==> config.mk <==
export PLATFORM = sky130hd
export DESIGN_NAME = mem_wr_sched
export DESIGN_NICKNAME = d
export VERILOG_FILES = /design/src/rtl/mem_wr_sched_pkg.sv /design/src/rtl/mem_wr_arb2.sv /design/src/rtl/mem_wr_sched.sv
export SDC_FILE = /design/constraint.sdc
export NUM_CORES = 1
export LEC_CHECK = 0
export BUFFER_PORTS_ARGS = -buffer_cell sky130_fd_sc_hd__buf_2
export CAP_MARGIN = 20
export CORE_UTILIZATION = 48
export DETAILED_ROUTE_END_ITERATION = 8
export MAX_ROUTING_LAYER = met4
export PLACE_DENSITY = 0.86
export SYNTH_ARGS = -nofsm -noshare
export SYNTH_HDL_FRONTEND = slang
export SYNTH_SLANG_ARGS = --single-unit
==> constraint.sdc <==
create_clock -name clk -period 1.6 [get_ports clk]
set_input_delay 0.16 -clock clk [delete_from_list [all_inputs] [get_ports clk]]
set_output_delay 0.16 -clock clk [all_outputs]
set_load 0.03 [all_outputs]
==> src/rtl/mem_wr_sched_pkg.sv <==
// Shared types and default widths for the register-file write-port scheduler.
package mem_wr_sched_pkg;

    localparam int unsigned DefAddrW = 8;
    localparam int unsigned DefDataW = 1;

    typedef enum logic {
        StInit,
        StRun
    } state_e;

    typedef struct packed {
        logic                valid;
        logic [DefAddrW-1:0] addr;
        logic [DefDataW-1:0] data;
    } wr_req_t;

endpackage

==> src/rtl/mem_wr_arb2.sv <==
// Combinational 2-way write arbiter. MEM_WR_SCHED_RR_EN selects round-robin,
// otherwise requester A has fixed priority.
module mem_wr_arb2 (
    input  logic clk_i,
    input  logic reset_i,
    input  logic en_i,
    input  logic a_valid_i,
    input  logic b_valid_i,
    output logic a_ready_o,
    output logic b_ready_o
);

`ifdef MEM_WR_SCHED_RR_EN
    // rr_q set means B wins the next contended cycle
    logic rr_q, rr_d;

    always_comb begin
        a_ready_o = 1'b0;
        b_ready_o = 1'b0;
        if (en_i) begin
            if (a_valid_i && b_valid_i) begin
                a_ready_o = ~rr_q;
                b_ready_o = rr_q;
            end else begin
                a_ready_o = a_valid_i;
                b_ready_o = b_valid_i;
            end
        end
        rr_d = rr_q;
        if (a_ready_o) begin
            rr_d = 1'b1;
        end else if (b_ready_o) begin
            rr_d = 1'b0;
        end
    end

    always_ff @(posedge clk_i) begin
        if (reset_i) begin
            rr_q <= 1'b0;
        end else begin
            rr_q <= rr_d;
        end
    end
`else
    logic unused_clk_rst;
    assign unused_clk_rst = clk_i ^ reset_i;

    always_comb begin
        a_ready_o = en_i & a_valid_i;
        b_ready_o = en_i & b_valid_i & ~a_valid_i;
    end
`endif

endmodule

==> src/rtl/mem_wr_sched.sv <==
// Write-port scheduler: sweeps INIT_VAL into every entry after reset/clear, then
// arbitrates two requesters onto the registered write port. Option: MEM_WR_SCHED_RR_EN.
module mem_wr_sched
    import mem_wr_sched_pkg::*;
#(
    parameter int unsigned          ADDR_W   = DefAddrW,
    parameter int unsigned          DATA_W   = DefDataW,
    parameter logic [DATA_W-1:0]    INIT_VAL = '0
) (
    input  logic              clk,
    input  logic              reset,
    input  logic              clear,
    input  logic              a_valid,
    output logic              a_ready,
    input  logic [ADDR_W-1:0] a_addr,
    input  logic [DATA_W-1:0] a_data,
    input  logic              b_valid,
    output logic              b_ready,
    input  logic [ADDR_W-1:0] b_addr,
    input  logic [DATA_W-1:0] b_data,
    output logic              we0,
    output logic [ADDR_W-1:0] waddr0,
    output logic [DATA_W-1:0] din0,
    output logic              init_done
);

    state_e            state_q, state_d;
    logic [ADDR_W:0]   cnt_q, cnt_d;
    logic              we0_q, we0_d;
    logic [ADDR_W-1:0] waddr0_q, waddr0_d;
    logic [DATA_W-1:0] din0_q, din0_d;
    logic              arb_en;

    assign arb_en = (state_q == StRun) && !clear;

    mem_wr_arb2 u_arb (
        .clk_i     (clk),
        .reset_i   (reset),
        .en_i      (arb_en),
        .a_valid_i (a_valid),
        .b_valid_i (b_valid),
        .a_ready_o (a_ready),
        .b_ready_o (b_ready)
    );

    always_comb begin
        state_d  = state_q;
        cnt_d    = cnt_q;
        we0_d    = 1'b0;
        waddr0_d = waddr0_q;
        din0_d   = din0_q;
        unique case (state_q)
            StInit: begin
                if (clear) begin
                    cnt_d = '0;
                end else if (cnt_q[ADDR_W]) begin
                    // All 2**ADDR_W entries written; MSB avoids aliasing at wrap
                    state_d = StRun;
                end else begin
                    we0_d    = 1'b1;
                    waddr0_d = cnt_q[ADDR_W-1:0];
                    din0_d   = INIT_VAL;
                    cnt_d    = cnt_q + 1'b1;
                end
            end
            StRun: begin
                if (clear) begin
                    state_d = StInit;
                    cnt_d   = '0;
                end else if (a_ready) begin
                    we0_d    = 1'b1;
                    waddr0_d = a_addr;
                    din0_d   = a_data;
                end else if (b_ready) begin
                    we0_d    = 1'b1;
                    waddr0_d = b_addr;
                    din0_d   = b_data;
                end
            end
            default: state_d = StInit;
        endcase
    end

    always_ff @(posedge clk) begin
        if (reset) begin
            state_q  <= StInit;
            cnt_q    <= '0;
            we0_q    <= 1'b0;
            waddr0_q <= '0;
            din0_q   <= '0;
        end else begin
            state_q  <= state_d;
            cnt_q    <= cnt_d;
            we0_q    <= we0_d;
            waddr0_q <= waddr0_d;
            din0_q   <= din0_d;
        end
    end

    assign we0       = we0_q;
    assign waddr0    = waddr0_q;
    assign din0      = din0_q;
    assign init_done = (state_q == StRun);

endmodule

=== Yosys cells after proc, flatten, opt, wreduce, memory -nomap -nowiden ===
Index checks and enable logic that the tools add are counted.

* $add $sub $neg: 1
* Reduce and logical (&&, ||, !) cells: 4
* Multiplexer cells: 26
* Equal/unequal tests: 6
* Bitwise gates (word level): 5

{| class="wikitable"
|+ Operator list
! cell !! count
|-
| $mux W8 || 5
|-
| $mux W9 || 3
|-
| $pmux W9 S2 || 1
|-
| $pmux W8 S2 || 1
|-
| $mux W1 || 13
|-
| $add A9 B1 Y9 const B || 1
|-
| $ne A2 B2 Y1 const B || 4
|-
| $ne A3 B3 Y1 const B || 2
|-
| $pmux W1 S2 || 3
|-
| $reduce_and A4 Y1 || 1
|-
| $and A1 B1 Y1 || 3
|-
| $not A1 Y1 || 2
|-
| $reduce_and A2 Y1 || 1
|-
| $logic_and A1 B1 Y1 || 1
|-
| $logic_not A1 Y1 || 1
|}

* Register bits: 20
* Input bits: 23

=== Depth between registers and ports, before layout ===
Gate-level depths: netlist of run 1.

* Depth after elaboration: 8
* Gate-level depth with buffers: 4
* Gate-level depth less buffers: 4

=== Hierarchy ===
From an unflattened synthesis of run 1, not the netlist that was laid out.

* Cells, all modules: 104
* Area, all modules: 960.9 um^2

{| class="wikitable"
|+ Modules (own cells, without submodules)
! module !! instances !! cells each !! area each (um^2) !! seq. area each (um^2)
|-
| mem_wr_sched || 1 || 102 || 944.7 || 400.4
|-
| mem_wr_arb2 || 1 || 2 || 16.3 || 0.0
|}

=== Worst setup path after synthesis of run 1 ===
OpenSTA, ideal clock, no wires.

* Path type: flip-flop to output port
* From: register state_q (netlist: init_done)
* To: output port b_ready
* Path slack: -0.377 ns
* Data arrival time: 1.817 ns
* Stages on the path, launching flop included: 3
* Required time: 1.440 ns
* Cells stage by stage: dfxtp_1 -> clkbuf_1 -> nor4bb_1

* Longest elaborated chain between the ends: 3

{| class="wikitable"
|+ RTL lines
! item !! RTL line !! RTL
|-
| start: declaration || mem_wr_sched.sv:27 || <nowiki>state_e state_q, state_d;</nowiki>
|-
| start signal: assignment || mem_wr_sched.sv:86 || <nowiki>state_q <= StInit;</nowiki>
|-
| start signal: assignment || mem_wr_sched.sv:92 || <nowiki>state_q <= state_d;</nowiki>
|-
| $logic_and A1 B1 Y1 || mem_wr_sched.sv:34 || <nowiki>assign arb_en = (state_q == StRun) && !clear;</nowiki>
|-
| $and A1 B1 Y1 (2 in series) || mem_wr_arb2.sv:50 || <nowiki>b_ready_o = en_i & b_valid_i & ~a_valid_i;</nowiki>
|-
| end: declaration || mem_wr_sched.sv:18 || <nowiki>output logic b_ready,</nowiki>
|}

No other way between the ends.

=== Final worst setup path of run 1 ===
Ends and elaborated chain as after synthesis.

==> metrics, run 1 <==
critical path's slowest cell dfxtp_1; Die X 48.63 um; HP Class in -> reg; Crit. End Element output port; clk_skew 0.005363 ns; total CTS buffers 3; number of fill cells 181; Final Util 63.88%; WP data arrival 1.33 ns; diodes inserted 0; clk slew on worst S/H paths 0.10 ns; Internal around 630 uW; overall power 824.3 uW; part of the power in registers 61.5%; Distinct cells, synth 31; IO buf count 35; clock root buffer clkbuf_4; # setup viols final 0; critical path cell sequence buf_4 -> nor4bb_4 -> buf_2; First-pass DRT Iterations 4; Starting Density 52.13%; final setup TNS 0 ns; Antenna Nets Post-Route 0; crit path max fanout 11; NumNets Final 177; H-tree level count 1; Syn. warnings 0; Area after DPL about 1300 sq um; Pleak 0.5689 nW; crit-path leading delay family buffers and inverters; Avg Cell Area, Syn 8.919 sq um; DRT iter0 DRCs 26; pwr/cell area between 600 and 700 nW/um^2; initial antenna violation count 0; worst vdd ir 0.4813 mV; drt wl/cell 13.52 um; setup slack at placement 0.1718 ns; total net switching power 191.7 uW; Rows 16; Placer Congestion about 0.83; Worst-Margin Slew 0.3524 ns; clock sinks 20; first-pass GRT wire length slightly above 4000 um; CTS Buffer Depth 2; Worst EP required around 1.4 ns; pin count of the biggest net entering global routing 15; reg-to-reg slack, setup roughly 0.15 ns; height of the die 48.63 um; max incr delay on CP 0.41 ns; total gr overflow 0; Post CTS Setup Buffer Count 0; DR vias around 1000; switch share about a quarter; CP startpoint kind flop; CP Buf/Inv Count 2; min-delay src reset; Worst Setup SP init_done; dpl cells 175; dpl hpwl 1895 um; Fmax 672.8 MHz; drt drc 0; Rel. slew slack 76.43%; worst-skew pair later-pin latency 0.29 ns; share of layout cells above drive strength 1 between 30% and 40%; number of global-route vias before repair 961; setup ws final 0.1138 ns; RSZ-0062 raised after global routing false; Tcrit/Tclk final between 90 and 100%; WHS 0.05063 ns; final-report hold violation count 0; outcome finished, final reports clean; CTS tree done; post-CTS sizing 0; core box area 2002 sq um; Die Footprint 2364 sq um; GRT Total Usage between 20% and 30%; cells after synthesis 117; post-synthesis net count 141; Post-CTS Hold Buffers 0; Vias/cell 5.770; r2r startpoint cnt_q[8]; sequential fraction of the synthesis area 38.37%; IO Count 36; fin. max-slew vios 0; synthesized area approximately 1000 sq um; minimum clock period 1.486 ns; combinational power share 11.0%; maxcap violations 0; CP Class reg -> out; total routed wirelength 2406 um; Layout area overhead 22.54%; Final Instance Area about 1300 sq um; final std cells w/o fill 178; clock network fraction of total power 27.6%; Yosys reg bits 20
-- cells in the final DEF (no fill, tap or decap), drive strengths merged --
master   n
a21oi    7
a32o     8
and2     1
and3     1
and3b    1
buf     38
clkbuf   3
dfxtp   20
ha       1
inv     11
nand2    4
nand3    2
nand3b   8
nand4    1
nor2     4
nor2b    2
nor3     1
nor3b    2
nor4b    1
nor4bb   1
o211ai   9
o21ai    1
o21ba    1
o31a     1
o31ai    5
or2     10
or3      1
or4      4
xnor2    2
-- final timing paths --
check                    to  cells after the start
setup / recovery    b_ready                      3
hold / removal         din0                      2
setup reg to reg   cnt_q[6]                      3
hold reg to reg   waddr0[5]                      1
-- flip-flops by register name, indices dropped and copies added, names as in the netlist --
name	count
waddr0	8
we0	1
cnt_q	9
din0	1
init_done	1
-- cell families after synthesis --
| family | after synthesis | synth area share, % |
|---|---|---|
| xor gates and xnor gates | 2 | 1.679 |
| and+or+nand+nor | 44 | 28.18 |
| AOI/OAI and AO/OA | 32 | 23.38 |
| adders and majority gates | 1 | 1.199 |
| buffers and inverters | 18 | 7.194 |
| DFF | 20 | 38.37 |
-- metal layers --
metal / global-route usage [%] / routed length (um)
met2: 42.36 / 1251
met4: 4.412 / 14
met3: 4.717 / 97
met1: 24.61 / 1042
met5: - / 0
-- synthesized netlist by cell type --
library cell   n  area, sq um
or4_1          4        30.03
or2_2          9        56.30
nor3b_1        1        7.510
ha_1           1        12.51
nand3b_1       8        60.06
o31a_1         1        8.760
nand2_1        4        15.01
a21oi_1        7        35.03
xnor2_1        2        17.52
and3_1         1        6.260
o211ai_1       9        67.56
nor3b_2        1        12.51
nand4_1        1        6.260
nor2_1         4        15.01
buf_6          1        11.26
and3b_1        1        8.760
o31ai_1        5        37.54
nor3_4         1        16.27
nor4b_1        1        8.760
a32o_1         8        80.08
clkbuf_1       6        22.52
or2_1          1        6.260
o21ai_0        1        5.000
inv_1         11        41.29
dfxtp_1       20        400.4
o21ba_2        1        10.01
nand3_1        2        10.01
and2_1         1        6.260
nor4bb_1       1        10.01
or3_1          1        6.260
nor2b_1        2        12.51
-- power groups by stage --
stage	clock network (mW)	logic (mW)	registers, mW
2_1_floorplan	0	0.0448	0.523
3_3_place_gp	0	0.0860	0.518
3_5_place_dp	0	0.0904	0.518
4_1_cts	0.233	0.0907	0.507
5_1_grt	0.245	0.101	0.507
6_report	0.227	0.0904	0.507
-- layout make-up --
cell class / instances / area [sq um] / share of cell area [%]
timing repair buffer: 38 / 197.7 / 15.46
multi-input combinational: 79 / 583.1 / 45.60
clock buffer: 3 / 22.52 / 1.761
tap: 27 / 33.78 / 2.642
sequential: 20 / 400.4 / 31.31
inverter: 11 / 41.29 / 3.229
Power figures use the tool's default switching activity.
==> run 2: changes to the inputs <==
--- a/config.mk
+++ b/config.mk
@@ -7,10 +7,10 @@
 export LEC_CHECK = 0
 export BUFFER_PORTS_ARGS = -buffer_cell sky130_fd_sc_hd__buf_2
 export CAP_MARGIN = 20
-export CORE_UTILIZATION = 48
+export CORE_UTILIZATION = 52
 export DETAILED_ROUTE_END_ITERATION = 8
 export MAX_ROUTING_LAYER = met4
-export PLACE_DENSITY = 0.86
+export PLACE_DENSITY = 0.91
 export SYNTH_ARGS = -nofsm -noshare
 export SYNTH_HDL_FRONTEND = slang
 export SYNTH_SLANG_ARGS = --single-unit
==> constraint.sdc (replaced) <==
create_clock -name clk -period 1.8 [get_ports clk]
set_input_delay 0.18 -clock clk [delete_from_list [all_inputs] [get_ports clk]]
set_output_delay 0.18 -clock clk [all_outputs]
set_load 0.1 [all_outputs]
==> run 2 against run 1 <==
Power down 3.8%. Via count down 6.2%. Clock skew down 0.0016 ns. Utilization up 6.8 points. Combinational power up 1%. Flip-flop and latch count unchanged. Global-route usage up 1.2 points. Setup slack better by 0.032 ns. Die area down 7.4%. Clock-buffer cell count up 1.
==> metrics, run 2 (synthesized netlist as in run 1, its figures left out) <==
Vias/cell 5.534 (-4.1%); switch share 23.74% (+0.49 points); max reg flops 9 (unchanged); maxcap violations 0 (unchanged); Area after DPL 1235 sq um (-1.7%); critical path's slowest cell dfxtp_4; worst-skew pair later-pin latency 0.30 ns (about the same); Worst-Margin Slew 0.5032 ns (+0.1508 ns); GRT Total Usage 23.91% (+1.2 points); first-pass GRT wire length 3588 um (-13%); most common cell after layout, fill and taps aside buf_2; clock sinks 20 (unchanged); DRT iter0 DRCs 16 (-38%); # setup viols final 0 (unchanged); combinational power share 11.6% (+0.6 points); Antenna Nets Post-Route 0 (unchanged); CP startpoint kind flop; clock network fraction of total power 31.8% (+4.2 points); diodes inserted 0 (unchanged); total gr overflow 0 (unchanged); Die Footprint 2190 sq um (-7.4%); part of the power in registers 56.6% (-4.9 points); outcome finished, final reports clean; Post CTS Setup Buffer Count 0 (unchanged); crit path max fanout 26 (+15); Internal 604.7 uW (-4.4%); pin count of the biggest net entering global routing 27 (+12); clk slew on worst S/H paths 0.10 ns (about the same); First-pass DRT Iterations 4 (unchanged); total net switching power 188.3 uW (-1.8%); total routed wirelength 2213 um (-8.0%); Fmax 604.6 MHz; critical path cell sequence nor4bb_4 -> clkbuf_4; core box area 1802 sq um (-10%); CTS tree done; dpl hpwl 1707 um (-9.9%); drt wl/cell 12.72 um (-5.9%); max incr delay on CP 0.49 ns (+0.08 ns); fin. max-slew vios 0 (unchanged); number of global-route vias before repair 863 (-10%); Crit. End Element output port; HP Class in -> reg; clk_skew 0.003736 ns (-0.001627 ns); total CTS buffers 3 (unchanged); pwr/cell area 622.6 nW/um^2 (-3.4%); number of fill cells 162 (-10%); RSZ-0062 raised after global routing false; CP Class reg -> out; Starting Density 57.92% (+5.8 points); Placer Congestion 0.7693 (-7.7%); Pleak 0.5570 nW (-2.1%); H-tree level count 1 (unchanged); Worst EP required 1.62 ns (+0.18 ns); drt drc 0 (unchanged); most frequent cells in the layout 34 x buf_2, 19 x dfxtp_1, 11 x inv_1; NumNets Final 174 (-1.7%); IO buf count 35 (unchanged); Biggest register cnt_q; CTS Buffer Depth 2 (unchanged); DR vias 963 (-6.2%); initial antenna violation count 0 (unchanged); Final Instance Area 1274 sq um (-0.39%); setup ws final 0.1461 ns (+0.03231 ns); Die X 46.80 um (-3.8%); height of the die 46.80 um (-3.8%); worst vdd ir 0.8066 mV (+68%); minimum clock period 1.654 ns; post-CTS sizing 0 (unchanged); clock root buffer clkbuf_4; share of layout cells above drive strength 1 35.57% (-0.19 points); overall power 793.0 uW (-3.8%); Rel. slew slack 66.39% (-10 points); Rows 15 (-1); Final Util 70.69% (+6.8 points); final setup TNS 0 ns (unchanged); setup slack at placement 0.2855 ns (+0.1137 ns); IO Count 36 (unchanged); Post-CTS Hold Buffers 0 (unchanged); final-report hold violation count 0 (unchanged); WP data arrival 1.47 ns (+0.14 ns); Tcrit/Tclk final 91.88%; Layout area overhead 22.06%
==> run 2: worst paths after layout <==
path | startpoint | end | slack (ns) | cells after the start
hold reg to reg | waddr0[5] | waddr0[5] | 0.47 | 1
setup / recovery | init_done | b_ready | 0.15 | 2
setup reg to reg | init_done | cnt_q[7] | 0.26 | 3
hold / removal | reset | din0 | 0.05 | 2
==> run 2: final cells by class <==
cell class                      instances  area [sq um]  area share [%]
Multi-Input combinational cell         79         583.1           45.78
Sequential cell                        20         404.1           31.73
Inverter                               11         41.29           3.242
Clock buffer                            4         36.28           2.849
Tap cell                               25         31.28           2.456
Timing Repair Buffer                   35         177.7           13.95
==> run 2: critical path, delay by kind of cell, from the launching register on <==
kind	cells	cell delay, ns
AND/OR/NAND/NOR	1	0.31
buffers and inverters	1	0.37
flip-flops	1	0.49
==> run 2: power groups by stage <==
stage / combinational (mW) / sequential (mW) / clock (mW)
2_1_floorplan: 0.0397 / 0.476 / 0
4_1_cts: 0.0921 / 0.449 / 0.259
3_3_place_gp: 0.0881 / 0.459 / 0
5_1_grt: 0.101 / 0.450 / 0.280
3_5_place_dp: 0.0916 / 0.459 / 0
6_report: 0.0916 / 0.449 / 0.252
==> run 2: through the flow <==
stage / hold WS [ns] / cells
final: 0.04912 / 174
after global routing: 0.03869 / 174
after CTS: 0.04122 / 174
after detailed placement: 0.3668 / 170
after global placement: 0.3646 / 170
after floorplan: 0.2491 / 117
==> run 2: routing by layer <==
metal / vias to the layer above / GRT usage (%) / share of wire (%)
li1: 497 / - / -
met1: 444 / 29.19 / 47
met2: 20 / 39.44 / 49
met3: 2 / 6.923 / 4.1
met4: 0 / 4.571 / 0.18
met5: - / - / 0
